### config.mk
export PLATFORM = sky130hd
export DESIGN_NAME = run_controller
export DESIGN_NICKNAME = d
export VERILOG_FILES = /design/src/rtl/run_controller_pkg.sv /design/src/rtl/run_controller_button.sv /design/src/rtl/run_controller.sv
export SDC_FILE = /design/constraint.sdc
export NUM_CORES = 1
export LEC_CHECK = 0
export CORE_MARGIN = 1.5
export CORE_UTILIZATION = 54
export DETAILED_ROUTE_END_ITERATION = 10
export PLACE_DENSITY = 0.83
export RECOVER_POWER = 100
export SLEW_MARGIN = 10
export SYNTH_ARGS = -nofsm -noshare
export SYNTH_HDL_FRONTEND = slang
export SYNTH_SLANG_ARGS = --single-unit
### constraint.sdc
create_clock -name clk -period 1.6 [get_ports clk]
set_input_delay 0.48 -clock clk [delete_from_list [all_inputs] [get_ports clk]]
set_output_delay 0.48 -clock clk [all_outputs]
set_load 0.005 [all_outputs]
### src/rtl/run_controller_pkg.sv
// Shared types for the run controller: FSM state encoding (doubles as the LED code)
// and the clock-enable divider width.
package run_controller_pkg;

    localparam int unsigned DIV_W = 16;

    typedef enum logic [1:0] {
        PAUSE  = 2'b00,
        RUN    = 2'b01,
        STEP   = 2'b10,
        HALTED = 2'b11
    } rc_state_t;

endpackage

### src/rtl/run_controller_button.sv
// Button conditioning: 2-flop synchroniser, stability counter debounce and a
// one-cycle press pulse on the debounced rising edge (releases give no pulse).
module button_debounce #(
    parameter int unsigned DB_CYCLES = 50000
) (
    input  logic clk,
    input  logic reset,
    input  logic raw,
    output logic press
);

    localparam int unsigned CNT_W = (DB_CYCLES < 2) ? 1 : $clog2(DB_CYCLES + 1);
    localparam logic [CNT_W-1:0] CNT_LAST = CNT_W'(DB_CYCLES - 1);

    logic             sync1;
    logic             sync2;
    logic             db;
    logic             db_q;
    logic [CNT_W-1:0] cnt;

    always_ff @(posedge clk or negedge reset) begin
        if (!reset) begin
            sync1 <= 1'b0;
            sync2 <= 1'b0;
            db    <= 1'b0;
            db_q  <= 1'b0;
            press <= 1'b0;
            cnt   <= '0;
        end else begin
            sync1 <= raw;
            sync2 <= sync1;
            db_q  <= db;
            press <= db & ~db_q;
            // Flip only after DB_CYCLES consecutive cycles of disagreement.
            if (sync2 == db) begin
                cnt <= '0;
            end else if (cnt == CNT_LAST) begin
                db  <= sync2;
                cnt <= '0;
            end else begin
                cnt <= cnt + CNT_W'(1);
            end
        end
    end

endmodule

### src/rtl/run_controller.sv
// Run/pause/step/halt sequencer for the 8-bit Machine: debounced buttons drive an
// FSM that issues registered cpu_ce strobes from a clock-enable divider.
module run_controller
    import run_controller_pkg::*;
#(
    parameter int unsigned DB_CYCLES = 50000,
    parameter int unsigned CE_DIV    = 6
) (
    input  logic       clk,
    input  logic       reset,
    input  logic       start,
    input  logic       step,
    input  logic       halt_req,
    output logic       cpu_ce,
    output logic       cpu_clear,
    output logic       running,
    output logic       halted,
    output logic [1:0] led_state
);

    localparam logic [DIV_W-1:0] DIV_LAST = DIV_W'(CE_DIV - 1);

    logic             start_p;
    logic             step_p;
    rc_state_t        state;
    rc_state_t        state_n;
    logic [DIV_W-1:0] div;
    logic [DIV_W-1:0] div_n;
    logic             ce_n;
    logic             clr_n;

    button_debounce #(.DB_CYCLES(DB_CYCLES)) u_start_db (
        .clk   (clk),
        .reset (reset),
        .raw   (start),
        .press (start_p)
    );

    button_debounce #(.DB_CYCLES(DB_CYCLES)) u_step_db (
        .clk   (clk),
        .reset (reset),
        .raw   (step),
        .press (step_p)
    );

    // cpu_ce is registered, so it is computed one cycle ahead and lines up with
    // the state register; halt_req is judged against the strobe actually issued.
    always_comb begin
        state_n = state;
        div_n   = div;
        ce_n    = 1'b0;
        clr_n   = 1'b0;
        case (state)
            PAUSE: begin
                div_n = '0;
                if (start_p) begin
                    state_n = RUN;
                end else if (step_p) begin
                    state_n = STEP;
                    ce_n    = 1'b1;
                end
            end
            RUN: begin
                if (cpu_ce && halt_req) begin
                    state_n = HALTED;
                    div_n   = '0;
                end else if (start_p) begin
                    state_n = PAUSE;
                    div_n   = '0;
                end else if (div == DIV_LAST) begin
                    div_n = '0;
                    ce_n  = 1'b1;
                end else begin
                    div_n = div + DIV_W'(1);
                end
            end
            STEP: begin
                div_n   = '0;
                state_n = (cpu_ce && halt_req) ? HALTED : PAUSE;
            end
            HALTED: begin
                div_n = '0;
                if (start_p) begin
                    state_n = PAUSE;
                    clr_n   = 1'b1;
                end
            end
            default: begin
                state_n = PAUSE;
                div_n   = '0;
            end
        endcase
    end

    always_ff @(posedge clk or negedge reset) begin
        if (!reset) begin
            state     <= PAUSE;
            div       <= '0;
            cpu_ce    <= 1'b0;
            cpu_clear <= 1'b0;
        end else begin
            state     <= state_n;
            div       <= div_n;
            cpu_ce    <= ce_n;
            cpu_clear <= clr_n;
        end
    end

    assign running   = (state == RUN);
    assign halted    = (state == HALTED);
    assign led_state = state;

endmodule

Word level (Yosys, flattened, before mapping):

Index checks and enable logic that the tools add are counted.
Widths: inputs -> output; s select.

* bits in registers: 62
* input port bits: 5

* equality and inequality tests: 9
* bitwise logic cells: 6
* mux-type cells: 22
* reduce and logical (&&, ||, !) cells: 5
* add/sub/neg operators: 3

Operators by type and width (count)
* $mux 16: 7
* $add 16x1->16 const B: 3
* $eq 16x16->1 const B: 2
* $pmux 16 s2: 1
* $eq 16x3->1 const B: 1
* $mux 2: 5
* $pmux 2 s4: 1
* $mux 1: 7
* $eq 2x2->1 const B: 2
* $not 1->1: 4
* $reduce_and 2->1: 2
* $ne 3x1->1 const B: 1
* $reduce_or 3->1: 1
* $and 1x1->1: 2
* $eq 1x1->1: 2
* $eq 2x1->1 const B: 1
* $logic_not 2->1: 1
* $pmux 1 s2: 1
* $logic_and 1x1->1: 1

Longest topological paths before layout:

* word-level depth: 5
* depth in mapped cells: 7
* gate-level depth less buffers: 6

Hierarchy:

A second synthesis with hierarchy kept.

* cell total of the unflattened synthesis: 281
* area, all modules: 2957.8 µm²

By module, submodules not included
* button_debounce: area an instance 967.2 µm², cells an instance 89, times used 2
* run_controller: area an instance 1023.5 µm², cells an instance 103, times used 1

Least setup slack after synthesis:

Ideal clock, no wire load.

* path kind: flip-flop to flip-flop
* from: register u_step_db.cnt[0]
* to: register u_step_db.cnt[10]
* setup time: 0.121 ns
* data arrival time: 1.409 ns
* clock period less this slack: 1.531 ns
* data required time: 1.479 ns
* cell stages (with the launch flop): 7
* slack: 0.069 ns
* cells stage by stage: dfrtp_1 > ha_1 > nand3_1 > nand4b_1 > nand2_1 > buf_2 > nor2_1

* cells in the longest elaborated chain, start to end: 3
* elaborated cells between the ends (all ways): 4
* those cells by class: add/sub (1); eq/ne (1); mux (2)

RTL lines
* from (decl): RTL line run_controller_button.sv:19 `logic [CNT_W-1:0] cnt;`
* from (signal assigned): RTL line run_controller_button.sv:41 `cnt <= cnt + CNT_W'(1);`
* $add 16x1->16 / $eq 16x16->1 (equally long branches): RTL line run_controller_button.sv:41, run_controller_button.sv:37
* $mux 16 (*): RTL line run_controller_button.sv:37 `end else if (cnt == CNT_LAST) begin`
* $mux 16 (*): RTL line run_controller_button.sv:35 `if (sync2 == db) begin`

Mark *: on every way between the ends. The rest lies on a longest branch, timed or not.
A chain may end at the register's enable or synchronous reset.

Worst setup path after layout:

* from: register state[0] (netlist: led_state[0])
* to: output running

* cells in the longest elaborated chain, start to end: 1

RTL lines
* from (decl): RTL line run_controller.sv:25 `rc_state_t state;`
* from (signal assigned): RTL line run_controller.sv:102 `state <= state_n;`
* $eq 2x1->1: RTL line run_controller.sv:109 `assign running = (state == RUN);`
* to (decl): RTL line run_controller.sv:16 `output logic running,`

No other way between the ends.

==> flow_metrics.tcl <==
set metrics [dict create \
    cp.required_ns 1.12 \
    ir_worst_vdd_v 0.000724 \
    standby_leakage_power_nw 1.44 \
    worst_ep_arrival_time_ns 1.10 \
    maxSlewViolCount 0 \
    antennaDiodeCount 0 \
    place.gp.congestion 0.865 \
    pwr_density_cell_nw_per_um2 982 \
    crit_path_max_fanout 3 \
    synth_warnings 0 \
    rsz0062_at_grt "true" \
    die_height_um 75.9 \
    hpwl_um 3540 \
    clock_net_sink_count 62 \
    mappedNetlistArea_um2 2870 \
    timing.slew.headroom_pct 45.9 \
    regToRegEndpoint "u_start_db.db" \
    mostFrequentLayoutCells "sky130_fd_sc_hd__dfrtp_1, sky130_fd_sc_hd__nor2_1, sky130_fd_sc_hd__xnor2_1" \
    max_slew.worst_pin.slew_ns 0.811 \
    final.setup_skew_ns 0.00905 \
    ys_types 34 \
    number_of_flops_mapped_to_enable_cells_by_yosys 0 \
    timing.reg2reg.worst_path_depth 5 \
    floorplan.rows 26 \
    cells_after_synthesis 279 \
    syn_nets 288 \
    floorplan.io_pins 11 \
    netlist.top_cell.by_area "sky130_fd_sc_hd__dfrtp_1" \
    first_pass_grt_wire_length_um 8940 \
    syn2layout_area_growth_pct 22.0 \
    path_class "flip-flop to output port" \
    worstSetupStartpointType "flip-flop" \
    ys.flop_type "sky130_fd_sc_hd__dfrtp_1" \
    yosysTopAreaCellShare_pct 54.1 \
    ant_nets 0 \
    grt_usage_pct 21.1 \
    mostFrequentLayoutCell "sky130_fd_sc_hd__dfrtp_1" \
    cts_max_path_buffers 2 \
    layout-drive-gt1-share_pct 17.9 \
    net_count_of_the_finished_layout 323 \
    dr_vias 2178 \
    die_area_um2 5750 \
    setup_slack_on_the_worst_flop_to_flop_path_ns 0.05 \
    cts-buffers-inserted 9 \
    antenna_found_initial 0 \
    crit_path_start "led_state[0]" \
    tritoncts "yes" \
    post-route-period-util_pct 98.7 \
    synth-async-reset-ratio_pct 100 \
    ctsHtreeMaxLevel 3 \
    overall_overflow_remaining_after_global_route 0 \
    timing.final.crit_period_ns 1.58 \
    clock_insertion_delay_worst_skew_ns 0.34 \
    drt_pre_antenna_iters 4 \
    initial_utilization_pct 56.1 \
    final-hold-violation-count 0 \
    dr.first_iter.drc_count 190 \
    detail_route.drc_violations 0 \
    final_wirelength_um 5520 \
    detailed_place.area_um2 3170 \
    status "completed" \
    timing.critical_path.to_type "output port" \
    ctsRootBufferMaster "sky130_fd_sc_hd__clkbuf_8" \
    placeableCoreArea_um2 5110 \
    post_synth.cell_area_avg_um2 10.3 \
    summed_area_of_non_filler_cells_in_the_final_layout_um2 3500 \
    route.detailed.wl_per_inst_um 14.2 \
    synth.top_cells.by_area "sky130_fd_sc_hd__dfrtp_1, sky130_fd_sc_hd__xnor2_1, sky130_fd_sc_hd__nor2_1" \
    worstHoldPathType "input pin to asynchronous set/reset pin" \
    yosysSeqAreaShare_pct 54.1 \
    ys_seq_elements 62 \
    maximum_number_of_pins_on_one_net_before_global_route_repair 63 \
    cts.clk_slew.worst_paths_ns 0.07 \
    placement.io_buffers 10 \
    timing.max_cap.violations 0 \
    timing.rr.start "u_start_db.cnt[0]" \
    first_global_vias 2083 \
    fmax_ghz 0.633 \
    hold_ws_ns 0.334 \
    route.detailed.vias_per_inst 5.61 \
    die_w_um 75.9 \
    setup_viol_count_final 0 \
]
## cell usage after synthesis (4+ instances only)
cell type	number
sky130_fd_sc_hd__and3_1	5
sky130_fd_sc_hd__dfrtp_1	62
sky130_fd_sc_hd__ha_1	4
sky130_fd_sc_hd__inv_1	9
sky130_fd_sc_hd__nand2_1	12
sky130_fd_sc_hd__nand3_1	14
sky130_fd_sc_hd__nand4_1	19
sky130_fd_sc_hd__nor2_1	52
sky130_fd_sc_hd__nor2b_1	4
sky130_fd_sc_hd__nor3_1	10
sky130_fd_sc_hd__nor4_1	15
sky130_fd_sc_hd__xnor2_1	30
sky130_fd_sc_hd__xor2_1	12
## cell families after synthesis
| logic type | count (synthesis) | synth area share [%] |
|---|---|---|
| adders and majority gates | 4 | 1.75 |
| muxes | 2 | 0.786 |
| and+or+nand+nor | 146 | 26.2 |
| AOI/OAI and AO/OA | 9 | 2.10 |
| buffers and inverters | 14 | 2.18 |
| DFF | 62 | 54.1 |
| xor gates and xnor gates | 42 | 12.8 |
## how the worst max path moves through the flow
stage | slack (ns) | cells past startpoint | endpoint
2_1_floorplan | 0.07 | 6 | u_step_db.cnt[10]
3_3_place_gp | 0.04 | 4 | led_state[0]
3_5_place_dp | 0.02 | 6 | u_step_db.cnt[14]
4_1_cts | 0.01 | 3 | running
5_1_grt | -0.04 | 3 | running
6_report | 0.02 | 3 | running
## critical path, stage by stage, from the launching register on
cell and delay [ns]:
sky130_fd_sc_hd__dfrtp_1 0.38, sky130_fd_sc_hd__buf_4 0.14, sky130_fd_sc_hd__nor2b_1 0.12, sky130_fd_sc_hd__buf_2 0.12
## layer usage
metal / up-vias / routed length, um / part of all wire, % / global-route usage (%)
met2: 54 / 2770 / 50 / 33.7
met1: 1073 / 2460 / 45 / 25.4
met4: 0 / 87 / 1.6 / 11.5
met3: 9 / 208 / 3.8 / 6.61
li1: 1042 / - / - / -
met5: - / 0 / 0 / 0
## timing repair
| item | in CTS | in global routing |
|---|---|---|
| gates resized for setup | 11 | 17 |
| pin swaps | 0 | 3 |
| setup endpoints to repair | 12 | 21 |
| buffers inserted | 3 | 0 |
| hold buffers | 0 | 0 |
## metrics by stage
stage                     setup TNS, ns  util (%)  instances  power (W)  setup WS, ns
after global routing             -0.403      68.4        388    0.00354       -0.0376
after global placement                0      62.0        370    0.00171        0.0444
after CTS                             0      67.3        388    0.00346        0.0106
after floorplan                       0         -        279    0.00166        0.0695
after detailed placement              0      62.0        370    0.00172        0.0152
final                                 0      68.4        388    0.00343        0.0208
## where the power goes
group / total [W] / switching, W / leakage [nW] / internal, W
Clock: 0.00173 / 0.000580 / 0.129 / 0.00115
Sequential: 0.00161 / 0.0000222 / 0.846 / 0.00159
Combinational: 0.0000882 / 0.0000558 / 0.460 / 0.0000324
Total: 0.00343 / 0.000658 / 1.44 / 0.00277
## layout make-up
cell class | count | area, um^2
inverter | 9 | 33.8
clock buffer | 12 | 165
sequential | 62 | 1560
tap | 70 | 87.6
timing repair buffer | 29 | 239
multi-input combinational | 203 | 1320
clock inverter | 3 | 90.1
fill | 381 | 1610
## state kept, by name, summed over array words and instances, names as in the netlist
register	flops
div	16
u_step_db.cnt	16
u_start_db.sync1	1
u_start_db.db	1
cpu_ce	1
led_state	2
u_step_db.sync1	1
u_start_db.cnt	16
cpu_clear	1
u_step_db.db	1
u_step_db.press	1
u_start_db.db_q	1
u_step_db.db_q	1
u_step_db.sync2	1
u_start_db.press	1
u_start_db.sync2	1
Power figures use the tool's default switching activity.
